[src/rtl/text_overlay_gen.sv]
// Text overlay stage: maps pixel coordinates into an 8-character window, drives the
// font ROM lookup and registers the returned glyph bit into RGB with matching sync delay.
module text_overlay_gen #(
  parameter logic [9:0] TEXT_X0      = 10'd288,
  parameter logic [9:0] TEXT_Y0      = 10'd232,
  parameter int         BLINK_FRAMES = 30,
  parameter logic [7:0] FG_RGB       = 8'hFF,
  parameter logic [7:0] BG_RGB       = 8'h00
) (
  input  logic       clk,
  input  logic       reset_n,
  input  logic [9:0] pixel_x,
  input  logic [9:0] pixel_y,
  input  logic       video_on,
  input  logic       hsync_in,
  input  logic       vsync_in,
  input  logic       wr_en,
  input  logic [2:0] wr_addr,
  input  logic [2:0] wr_data,
  input  logic       blink_en,
  output logic [2:0] character_select,
  output logic [3:0] rom_addr,
  output logic [2:0] rom_col,
  input  logic       rom_bit,
  output logic [7:0] rgb,
  output logic       hsync_out,
  output logic       vsync_out
);

  localparam logic [7:0] LAST_FRAME = 8'(BLINK_FRAMES - 1);

  // Stage 0: window-relative coordinates
  logic [9:0] dx;
  logic [9:0] dy;
  logic       in_box;
  logic [2:0] idx;
  logic [3:0] row;
  logic [2:0] col;

  assign dx = pixel_x - TEXT_X0;
  assign dy = pixel_y - TEXT_Y0;
  // A non-negative offset with clear upper bits is exactly the 64x16 window.
  assign in_box = (pixel_x >= TEXT_X0) && (pixel_y >= TEXT_Y0) &&
                  (dx[9:6] == 4'd0) && (dy[9:4] == 6'd0);
  assign idx = dx[5:3];
  assign row = dy[3:0];
  assign col = 3'd7 - dx[2:0];

  // Message buffer
  logic [2:0] msg [8];

  // NOTE: the buffer is only eight 3-bit registers with a defined power-up message,
  // so it is reset like any other state rather than left to a RAM macro.
  always_ff @(posedge clk) begin
    if (!reset_n) begin
      msg <= '{3'd1, 3'd2, 3'd3, 3'd0, 3'd4, 3'd5, 3'd0, 3'd0};
    end else if (wr_en) begin
      msg[wr_addr] <= wr_data;
    end
  end

  // Stage 1: font ROM address and delayed side-band
  logic video_on_d1;
  logic in_box_d1;
  logic hsync_d1;
  logic vsync_d1;

  // NOTE: non-blocking assignments here mean the lookup reads msg before any write
  // landing on the same edge, so a same-cycle write to that index shows the old code.
  always_ff @(posedge clk) begin
    if (!reset_n) begin
      character_select <= 3'd0;
      rom_addr         <= 4'd0;
      rom_col          <= 3'd0;
      video_on_d1      <= 1'b0;
      in_box_d1        <= 1'b0;
      hsync_d1         <= 1'b1;
      vsync_d1         <= 1'b1;
    end else begin
      character_select <= in_box ? msg[idx] : 3'd0;
      rom_addr         <= in_box ? row      : 4'd0;
      rom_col          <= in_box ? col      : 3'd0;
      video_on_d1      <= video_on;
      in_box_d1        <= in_box;
      hsync_d1         <= hsync_in;
      vsync_d1         <= vsync_in;
    end
  end

  // Blink control, advanced on each falling edge of vsync
  logic [7:0] frame_cnt;
  logic       visible;
  logic       vsync_prev;
  logic       frame_tick;

  assign frame_tick = vsync_prev & ~vsync_in;

  always_ff @(posedge clk) begin
    if (!reset_n) begin
      frame_cnt  <= 8'd0;
      visible    <= 1'b1;
      vsync_prev <= 1'b1;
    end else begin
      vsync_prev <= vsync_in;
      if (!blink_en) begin
        frame_cnt <= 8'd0;
        visible   <= 1'b1;
      end else if (frame_tick) begin
        if (frame_cnt == LAST_FRAME) begin
          frame_cnt <= 8'd0;
          visible   <= ~visible;
        end else begin
          frame_cnt <= frame_cnt + 8'd1;
        end
      end
    end
  end

  // Stage 2: colour and aligned syncs
  always_ff @(posedge clk) begin
    if (!reset_n) begin
      rgb       <= 8'h00;
      hsync_out <= 1'b1;
      vsync_out <= 1'b1;
    end else begin
      if (!video_on_d1) begin
        rgb <= 8'h00;
      end else if (in_box_d1 && rom_bit && visible) begin
        rgb <= FG_RGB;
      end else begin
        rgb <= BG_RGB;
      end
      hsync_out <= hsync_d1;
      vsync_out <= vsync_d1;
    end
  end

endmodule

[config.mk]
export PLATFORM = sky130hd
export DESIGN_NAME = text_overlay_gen
export DESIGN_NICKNAME = d
export VERILOG_FILES = /design/src/rtl/text_overlay_gen.sv
export SDC_FILE = /design/constraint.sdc
export NUM_CORES = 1
export LEC_CHECK = 0
export BUFFER_PORTS_ARGS = -buffer_cell sky130_fd_sc_hd__buf_2
export CAP_MARGIN = 20
export CORE_ASPECT_RATIO = 0.75
export CORE_MARGIN = 2
export CORE_UTILIZATION = 50
export CTS_CLUSTER_DIAMETER = 30
export CTS_CLUSTER_SIZE = 30
export DETAILED_ROUTE_END_ITERATION = 10
export PLACE_DENSITY_LB_ADDON = 0.15
export SETUP_SLACK_MARGIN = 0.2
export SLEW_MARGIN = 20
export SYNTH_ARGS = -nofsm -noshare
export SYNTH_HDL_FRONTEND = slang
export SYNTH_SLANG_ARGS = --single-unit
[constraint.sdc]
create_clock -name clk -period 1.75 [get_ports clk]
set_clock_uncertainty 0.05 [all_clocks]
set_input_delay 0.0875 -clock clk [delete_from_list [all_inputs] [get_ports clk]]
set_output_delay 0.0875 -clock clk [all_outputs]
set_load 0.01 [all_outputs]
Word level (Yosys, flattened, before mapping). Cells that the tools add are included.

Div/mod/pow operators: 0. Shift-type cells: 0. $mul: 0. Reductions and logical operators: 12. Magnitude comparators: 5. $add $sub $neg: 4. Equal/unequal tests: 1. Bitwise operators: 5. Mux-type cells: 8.

Operators by type and width (count): 24-bit bitwise mux (1); 8-bit 2-to-1 mux (2); 10-bit by 8-bit >= comparator with 1-bit output, second input constant (1); 10-bit by 9-bit >= comparator with 1-bit output, second input constant (1); 10-bit by 8-bit subtractor with 10-bit output, second input constant (1); 10-bit by 9-bit subtractor with 10-bit output, second input constant (1); 3-bit binary-select mux with 3-bit select (1); 3-bit demux with 3-bit select (1); 3-bit 2-to-1 mux (3); 8-bit by 1-bit adder with 8-bit output, second input constant (1); 8-bit by 5-bit == test with 1-bit output, second input constant (1); 4-bit >= comparator, second input constant (2); 3-bit NOT with 4-bit output (2); 2-bit AND reduction (4); 1-bit logical AND (6); 6-bit logical NOT (1); 4-bit logical NOT (1); 4-bit by 1-bit < comparator with 1-bit output, second input constant (1); 3-bit subtractor, first input constant (1); 1-bit NOT (2); 1-bit AND (1).

Bits in latches: 0. Bits in read-only memories: 0. Bits of input ports: 34. Register bits: 57. Logic and storage cells: 55. Memories kept: 0. Output and inout bits: 20. Bits in writable memories: 0.

Longest topological paths before layout. Gate-level depths: netlist of the first run.

Word-level depth: 6. Depth in mapped cells: 7. Mapped depth without buffers: 6.

Worst setup path before layout of the first run. No wires, ideal clock.

Path type: reg2reg. From: register frame_cnt[1]. To: register frame_cnt[1]. Slack: 0.380 ns. Required time: 1.614 ns. Path buffers: 0. Data arrival time: 1.234 ns. Library setup time: 0.086 ns. Clock period less this slack: 1.370 ns. Stages on the path, launching flop included: 7. Path through: dfxtp_1 > inv_1 > ha_1 > nor4b_1 > nand3_1 > nand3_1 > a211oi_1.

Cells in the longest elaborated chain, start to end: 2.

RTL lines: start, declared (RTL line 91) `logic [7:0] frame_cnt;`; start signal, assigned (RTL line 113) `frame_cnt <= frame_cnt + 8'd1;`; 8-bit by 1-bit adder with 8-bit output / 8-bit by 5-bit == test with 1-bit output (equally long branches) (RTL line 113, 109); 8-bit 2-to-1 mux (*) (RTL line 109) `if (frame_cnt == LAST_FRAME) begin`.

Mark *: on every way between the ends. The rest lies on a longest branch, timed or not. A chain may end at the register's enable or synchronous reset.

Worst setup path in the final report of the first run.
From: register frame_cnt[0]. To: register frame_cnt[1].

The elaborated chain is that of the path after synthesis.

==> impl_metrics.env, run 1 <==
export IMPL_hold_violations=0
export IMPL_power_leakage_nw=1.232
export IMPL_yosysWarnings=0
export IMPL_p_seq_share_pct=56.2
export IMPL_critPathSlowestCell="dfxtp_1"
export IMPL_drv_cap=0
export IMPL_clockPowerShare_pct=33.2
export IMPL_core_mm2=0.004129
export IMPL_drive_gt1_share_pct=25.63
export IMPL_port_buffers=53
export IMPL_hold_class="primary input to register"
export IMPL_antenna_found_initial=0
export IMPL_design_area_mm2=0.002706
export IMPL_hpwl_mm=2.990
export IMPL_setup_viol=0
export IMPL_numCtsBuffers=5
export IMPL_seq_area_frac_synth_pct=45.43
export IMPL_clkTransAtPathRegs_ps=90
export IMPL_area_growth_syn_to_layout_pct=22.83
export IMPL_power_density_mw_per_mm2=766.9
export IMPL_num_vias=1609
export IMPL_wl_mm=4.359
export IMPL_dieArea_mm2=0.004959
export IMPL_grt_setup_unrepaired="false"
export IMPL_synthTopCellsByArea="dfxtp_1 45%, mux2i_1 17%, nor2b_1 5.1%"
export IMPL_cts_tree="built"
export IMPL_netlist_area_mm2=0.002203
export IMPL_synth_top_cell_area_share_pct=45.43
export IMPL_finalCritPeriodShare_pct=81.87
export IMPL_synth_fp_nets=252
export IMPL_swShare_pct=23.23
export IMPL_path_class="register to register"
export IMPL_irDropWorstVdd_mv=0.4543
export IMPL_dieHeight_um=61.49
export IMPL_crit_path_end_kind="register"
export IMPL_clk_latency_ps=300
export IMPL_cts_max_path_buffers=2
export IMPL_viasPerCell=4.846
export IMPL_floorplan_initialDensity_pct=53.36
export IMPL_p_comb_share_pct=10.5
export IMPL_p_switching_uw=482.1
export IMPL_grtUsageTotal_pct=18.20
export IMPL_place_congestion=0.7944
export IMPL_postPlaceCellArea_mm2=0.002469
export IMPL_synth_largest_area_cell="dfxtp_1"
export IMPL_critPathLaunchType="register"
export IMPL_p_int_mw=1.594
export IMPL_worst_path_max_fanout=8
export IMPL_run_status="finished, final reports clean"
export IMPL_post_cts_buffers=0
export IMPL_die_w_um=80.65
export IMPL_netlist_instances=214
export IMPL_max_freq_ghz=0.6979
export IMPL_finalNetCount=314
export IMPL_htreeDepth=2
export IMPL_n_antenna_cell=0
export IMPL_drt_pass1_iterations=4
export IMPL_tns_ps=0
export IMPL_yosys_register_bits=50
export IMPL_cts_sink_count=50
export IMPL_avgSynthCellArea_um2=10.30
export IMPL_path_cells="ha_1 > nor4b_1 > nand3_1 > nand3_2 > a211oi_1"
export IMPL_grt_pass1_vias=1424
export IMPL_num_io_pins=54
export IMPL_r2r_start="frame_cnt[0]$_SDFFE_PN0P_"
export IMPL_worstPathArrival_ps=1560
export IMPL_crit_start="frame_cnt[0]$_SDFFE_PN0P_"
export IMPL_fin_crit_ps=1433
export IMPL_placementRows=20
export IMPL_root_buffer="clkbuf_8"
export IMPL_wire_per_inst_um=13.13
export IMPL_drt_initial_drc_count=91
export IMPL_grt_max_degree=28
export IMPL_drv_slew=0
export IMPL_drc=0
export IMPL_relSlewSlack_pct=73.80
export IMPL_tightest_slew_ps=392.2
export IMPL_grt_pass1_wl_mm=6.713
export IMPL_grt_ovfl_total=0
export IMPL_min_from="wr_data[0]"
export IMPL_antenna_left=0
export IMPL_max_stage_delay_ps=440
export IMPL_yosys_cell_types_count=31
export IMPL_worst_endpoint_required_ps=1880
## state kept, by name, indices dropped and copies added, names as in the netlist, 3 cells and up
| signal | cells |
|---|---|
| msg | 24 |
| rom_col | 3 |
| rom_addr | 4 |
| character_select | 3 |
| frame_cnt | 8 |
## metal layers
layer	wire length [µm]	global-route usage, %
met1	2210	25.21
met2	1868	27.98
met3	256	5.132
met4	24	5.811
met5	0	0
## timing repair
action | 4_1_cts | 5_1_grt
endpoints found under the setup margin | 1 | 1
resized for setup | 1 | 1
hold endpoints to repair | 13 | 0
hold buffers | 14 | 0
## metrics by stage
step / setup slack, ps / cells / util [%] / hold WS (ps) / power, mW
2_1_floorplan: 379.6 / 214 / - / 109.9 / 1.311
3_3_place_gp: 224.6 / 310 / 59.79 / 198.5 / 1.385
3_5_place_dp: 198.3 / 310 / 59.79 / 198.9 / 1.386
4_1_cts: 292.7 / 332 / 65.52 / 75.37 / 2.085
5_1_grt: 226.3 / 332 / 65.55 / 93.45 / 2.161
6_report: 317.2 / 332 / 65.55 / 80.14 / 2.076
## power by group through the flow
stage	clock network, mW	registers, mW	logic [mW]
after floorplan	0	1.19	0.118
after global placement	0	1.19	0.192
after detailed placement	0	1.19	0.193
after CTS	0.700	1.17	0.218
after global routing	0.752	1.17	0.239
final	0.690	1.17	0.219
## final cells by class
type | instances | area [µm²]
Sequential cell | 50 | 1002
Clock inverter | 1 | 5.005
Timing Repair Buffer | 70 | 427.9
Clock buffer | 7 | 86.33
Inverter | 9 | 33.78
Multi-Input combinational cell | 140 | 1082
Tap cell | 55 | 68.82
Fill cell | 362 | 1423
## synthesized netlist by cell type
cell type and n:
clkbuf_1 6, and4b_1 1, nor3b_1 1, nand3_1 4, and3b_1 1, nor2b_1 18
nand4_1 6, buf_2 1, nand3b_1 1, nor3_2 1, o2111ai_1 1, nand2_1 10
ha_1 4, and2_1 1, inv_1 9, dfxtp_1 50, a211oi_1 1, xnor2_1 3
nand4b_1 4, xor2_1 9, mux4_2 3, buf_4 7, buf_6 1, nor2_1 19
o21ai_0 1, nor4b_1 1, nand2b_1 7, and3_1 1, nor3b_2 2, nor3_1 3
mux2i_1 37
## cell usage in the layout, fill, tap and decap left out, types with 4 or more instances in the layout
| cell | netlist | final |
|---|---|---|
| buf_2 | 1 | 53 |
| dfxtp_1 | 50 | 49 |
| mux2i_1 | 37 | 37 |
| nor2_1 | 19 | 19 |
| nor2b_1 | 18 | 18 |
| dlygate4sd3_1 | 0 | 14 |
| nand2_1 | 10 | 10 |
| inv_1 | 9 | 9 |
| xor2_1 | 9 | 9 |
| nand2b_1 | 7 | 7 |
| nand4_1 | 6 | 6 |
| clkbuf_8 | 0 | 6 |
| nand4b_1 | 4 | 4 |
| ha_1 | 4 | 4 |
## critical path: cells and delay by family, from the launching register on
family          cells  cell delay, ps
simple gates        3             590
compound gates      1              70
fa+ha+maj           1             170
flops               1             440
## logic make-up after synthesis
kind of cell               count (synthesis)  share of synthesized area, %
DFF                                       50                         45.43
muxes                                     40                         19.88
and+or+nand+nor                           81                         21.01
xor gates and xnor gates                  12                         4.770
AOI/OAI and AO/OA                          3                        0.9653
buffers and inverters                     24                         5.678
adders and majority gates                  4                         2.272
## final timing paths
check                                   end  slack [ps]  cells after the start
setup / recovery  frame_cnt[1]$_SDFFE_PN0P_         320                      5
hold / removal         msg[15]$_SDFFE_PN1P_          80                      3
setup reg to reg  frame_cnt[1]$_SDFFE_PN0P_         320                      5
hold reg to reg        hsync_out$_SDFF_PN1_         370                      1
Power figures use the tool's default switching activity.
==> run 2: changes to the inputs <==
--- a/config.mk
+++ b/config.mk
@@ -9,7 +9,7 @@
 export CAP_MARGIN = 20
 export CORE_ASPECT_RATIO = 0.75
 export CORE_MARGIN = 2
-export CORE_UTILIZATION = 50
+export CORE_UTILIZATION = 47
 export CTS_CLUSTER_DIAMETER = 30
 export CTS_CLUSTER_SIZE = 30
 export DETAILED_ROUTE_END_ITERATION = 10
==> constraint.sdc (replaced) <==
create_clock -name clk -period 1.3 [get_ports clk]
set_clock_uncertainty 0.05 [all_clocks]
set_input_delay 0.065 -clock clk [delete_from_list [all_inputs] [get_ports clk]]
set_output_delay 0.065 -clock clk [all_outputs]
set_load 0.01 [all_outputs]
==> impl_metrics.env, run 2 (synthesis results as in run 1) <==
export IMPL_drv_cap=0
export IMPL_grtUsageTotal_pct=18.92
export IMPL_hpwl_mm=3.237
export IMPL_port_buffers=53
export IMPL_worstPathArrival_ps=1360
export IMPL_worst_path_max_fanout=2
export IMPL_grt_max_degree=17
export IMPL_core_mm2=0.004493
export IMPL_path_class="register to register"
export IMPL_path_cells="inv_2 > ha_4 > nor4b_4 > nand3_2 > xor2_1 > nand3_1"
export IMPL_max_stage_delay_ps=330
export IMPL_p_comb_share_pct=12.3
export IMPL_hold_violations=0
export IMPL_tightest_slew_ps=341.6
export IMPL_num_io_pins=54
export IMPL_clockPowerShare_pct=30.5
export IMPL_drv_slew=0
export IMPL_swShare_pct=23.04
export IMPL_fillCellCount=380
export IMPL_p_total_mw=2.745
export IMPL_setup_viol=0
export IMPL_dieArea_mm2=0.005257
export IMPL_fin_crit_ps=1224
export IMPL_multi_input_area_mm2=0.001179
export IMPL_floorplan_initialDensity_pct=49.04
export IMPL_cts_tree="built"
export IMPL_tns_ps=0
export IMPL_numCtsBuffers=5
export IMPL_irDropWorstVdd_mv=0.6224
export IMPL_grt_pass1_wl_mm=7.976
export IMPL_finalNetCount=323
export IMPL_relSlewSlack_pct=77.13
export IMPL_drt_initial_drc_count=82
export IMPL_p_seq_share_pct=57.2
export IMPL_reg_top3="msg x24, frame_cnt x8, rom_addr x4"
export IMPL_cts_sink_count=50
export IMPL_power_density_mw_per_mm2=950.5
export IMPL_drt_pass1_iterations=4
export IMPL_cts_max_path_buffers=2
export IMPL_dieHeight_um=63.30
export IMPL_antenna_left=0
export IMPL_p_switching_uw=632.3
export IMPL_grt_setup_unrepaired="true"
export IMPL_p_int_mw=2.113
export IMPL_wl_mm=4.655
export IMPL_drc=0
export IMPL_wire_per_inst_um=13.61
export IMPL_num_vias=1663
export IMPL_final_common_cell="buf_2"
export IMPL_max_freq_ghz=0.8171
export IMPL_cp_top_family="simple AND/OR/NAND/NOR gates"
export IMPL_drive_gt1_share_pct=40.00
export IMPL_run_status="finished, final reports clean"
export IMPL_final_cell_mix="53 x buf_2, 35 x mux2i_1, 33 x dfxtp_1, 17 x nor2b_1, 16 x dfxtp_2"
export IMPL_antenna_found_initial=0
export IMPL_hold_class="primary input to register"
export IMPL_power_leakage_nw=1.274
export IMPL_critPathSlowestCell="dfxtp_2"
export IMPL_n_antenna_cell=0
export IMPL_die_w_um=83.06
export IMPL_worst_hold_slack_ps=68.35
export IMPL_clkTransAtPathRegs_ps=90
export IMPL_critPathLaunchType="register"
export IMPL_top_register="msg"
export IMPL_seq_area_mm2=0.001025
export IMPL_largest_reg_flops=24
export IMPL_placementRows=21
export IMPL_area_growth_syn_to_layout_pct=31.06
export IMPL_crit_path_end_kind="register"
export IMPL_cp_num_buf_inv=1
export IMPL_worst_endpoint_required_ps=1430
export IMPL_root_buffer="clkbuf_8"
export IMPL_grt_pass1_vias=1661
export IMPL_grt_ovfl_total=0
export IMPL_place_congestion=0.7628
export IMPL_viasPerCell=4.863
export IMPL_post_cts_buffers=0
export IMPL_clk_latency_ps=290
export IMPL_htreeDepth=2
export IMPL_finalCritPeriodShare_pct=94.14
-- run 2: final timing paths --
path,start,end,slack (ps),depth (start not counted)
max,frame_cnt[1]$_SDFFE_PN0P_,visible$_SDFFE_PN1P_,80,6
max reg2reg,frame_cnt[1]$_SDFFE_PN0P_,visible$_SDFFE_PN1P_,80,6
min reg2reg,hsync_d1$_SDFF_PN1_,hsync_out$_SDFF_PN1_,370,1
min,wr_data[1],msg[16]$_SDFFE_PN1P_,70,3
-- run 2: cell type report --
cell class | count | area share [%]
well taps | 57 | 2.470
multi-input cells | 140 | 40.81
clock buffers | 7 | 2.643
flip-flops and latches | 50 | 35.49
inverters | 9 | 1.170
repair buffers | 79 | 17.42
-- run 2: per-layer routing --
layer	GRT usage, %	up-vias	wire length, µm
met5	0	-	0
met3	4.194	5	193
met4	4.303	0	35
met2	29.03	38	1989
li1	-	857	-
met1	27.27	763	2437
-- run 2: worst reg2reg max path: cells and delay by family (launching register included) --
kind	cells	cell delay (ps)
flip-flops	1	330
XOR/XNOR	1	170
buffers and inverters	1	60
AND/OR/NAND/NOR	3	400
adder cells (fa/ha/maj)	1	110
-- run 2: timing repair --
| action | 4_1_cts | 5_1_grt |
|---|---|---|
| setup endpoints to repair | 10 | 12 |
| endpoints found under the hold margin | 12 | 0 |
| pin swaps | 6 | 5 |
| hold buffers | 12 | 0 |
| gates resized for setup | 9 | 25 |
-- run 2: power by group through the flow --
| stage | sequential, mW | clock (mW) | combinational [mW] |
|---|---|---|---|
| final | 1.57 | 0.837 | 0.338 |
| after global routing | 1.57 | 0.926 | 0.373 |
| after CTS | 1.57 | 0.855 | 0.329 |
| after detailed placement | 1.60 | 0 | 0.293 |
| after global placement | 1.60 | 0 | 0.291 |
| after floorplan | 1.61 | 0 | 0.161 |
-- run 2: through the flow --
stage	instances	setup WS, ps	cell area [µm²]	util [%]
detailed placement	323	10.12	2585	57.53
CTS	342	34.67	2823	62.82
global placement	323	51.31	2585	57.53
finish	342	76.23	2888	64.27
floorplan	214	80.35	2225	-
global route	342	3.641	2888	64.27
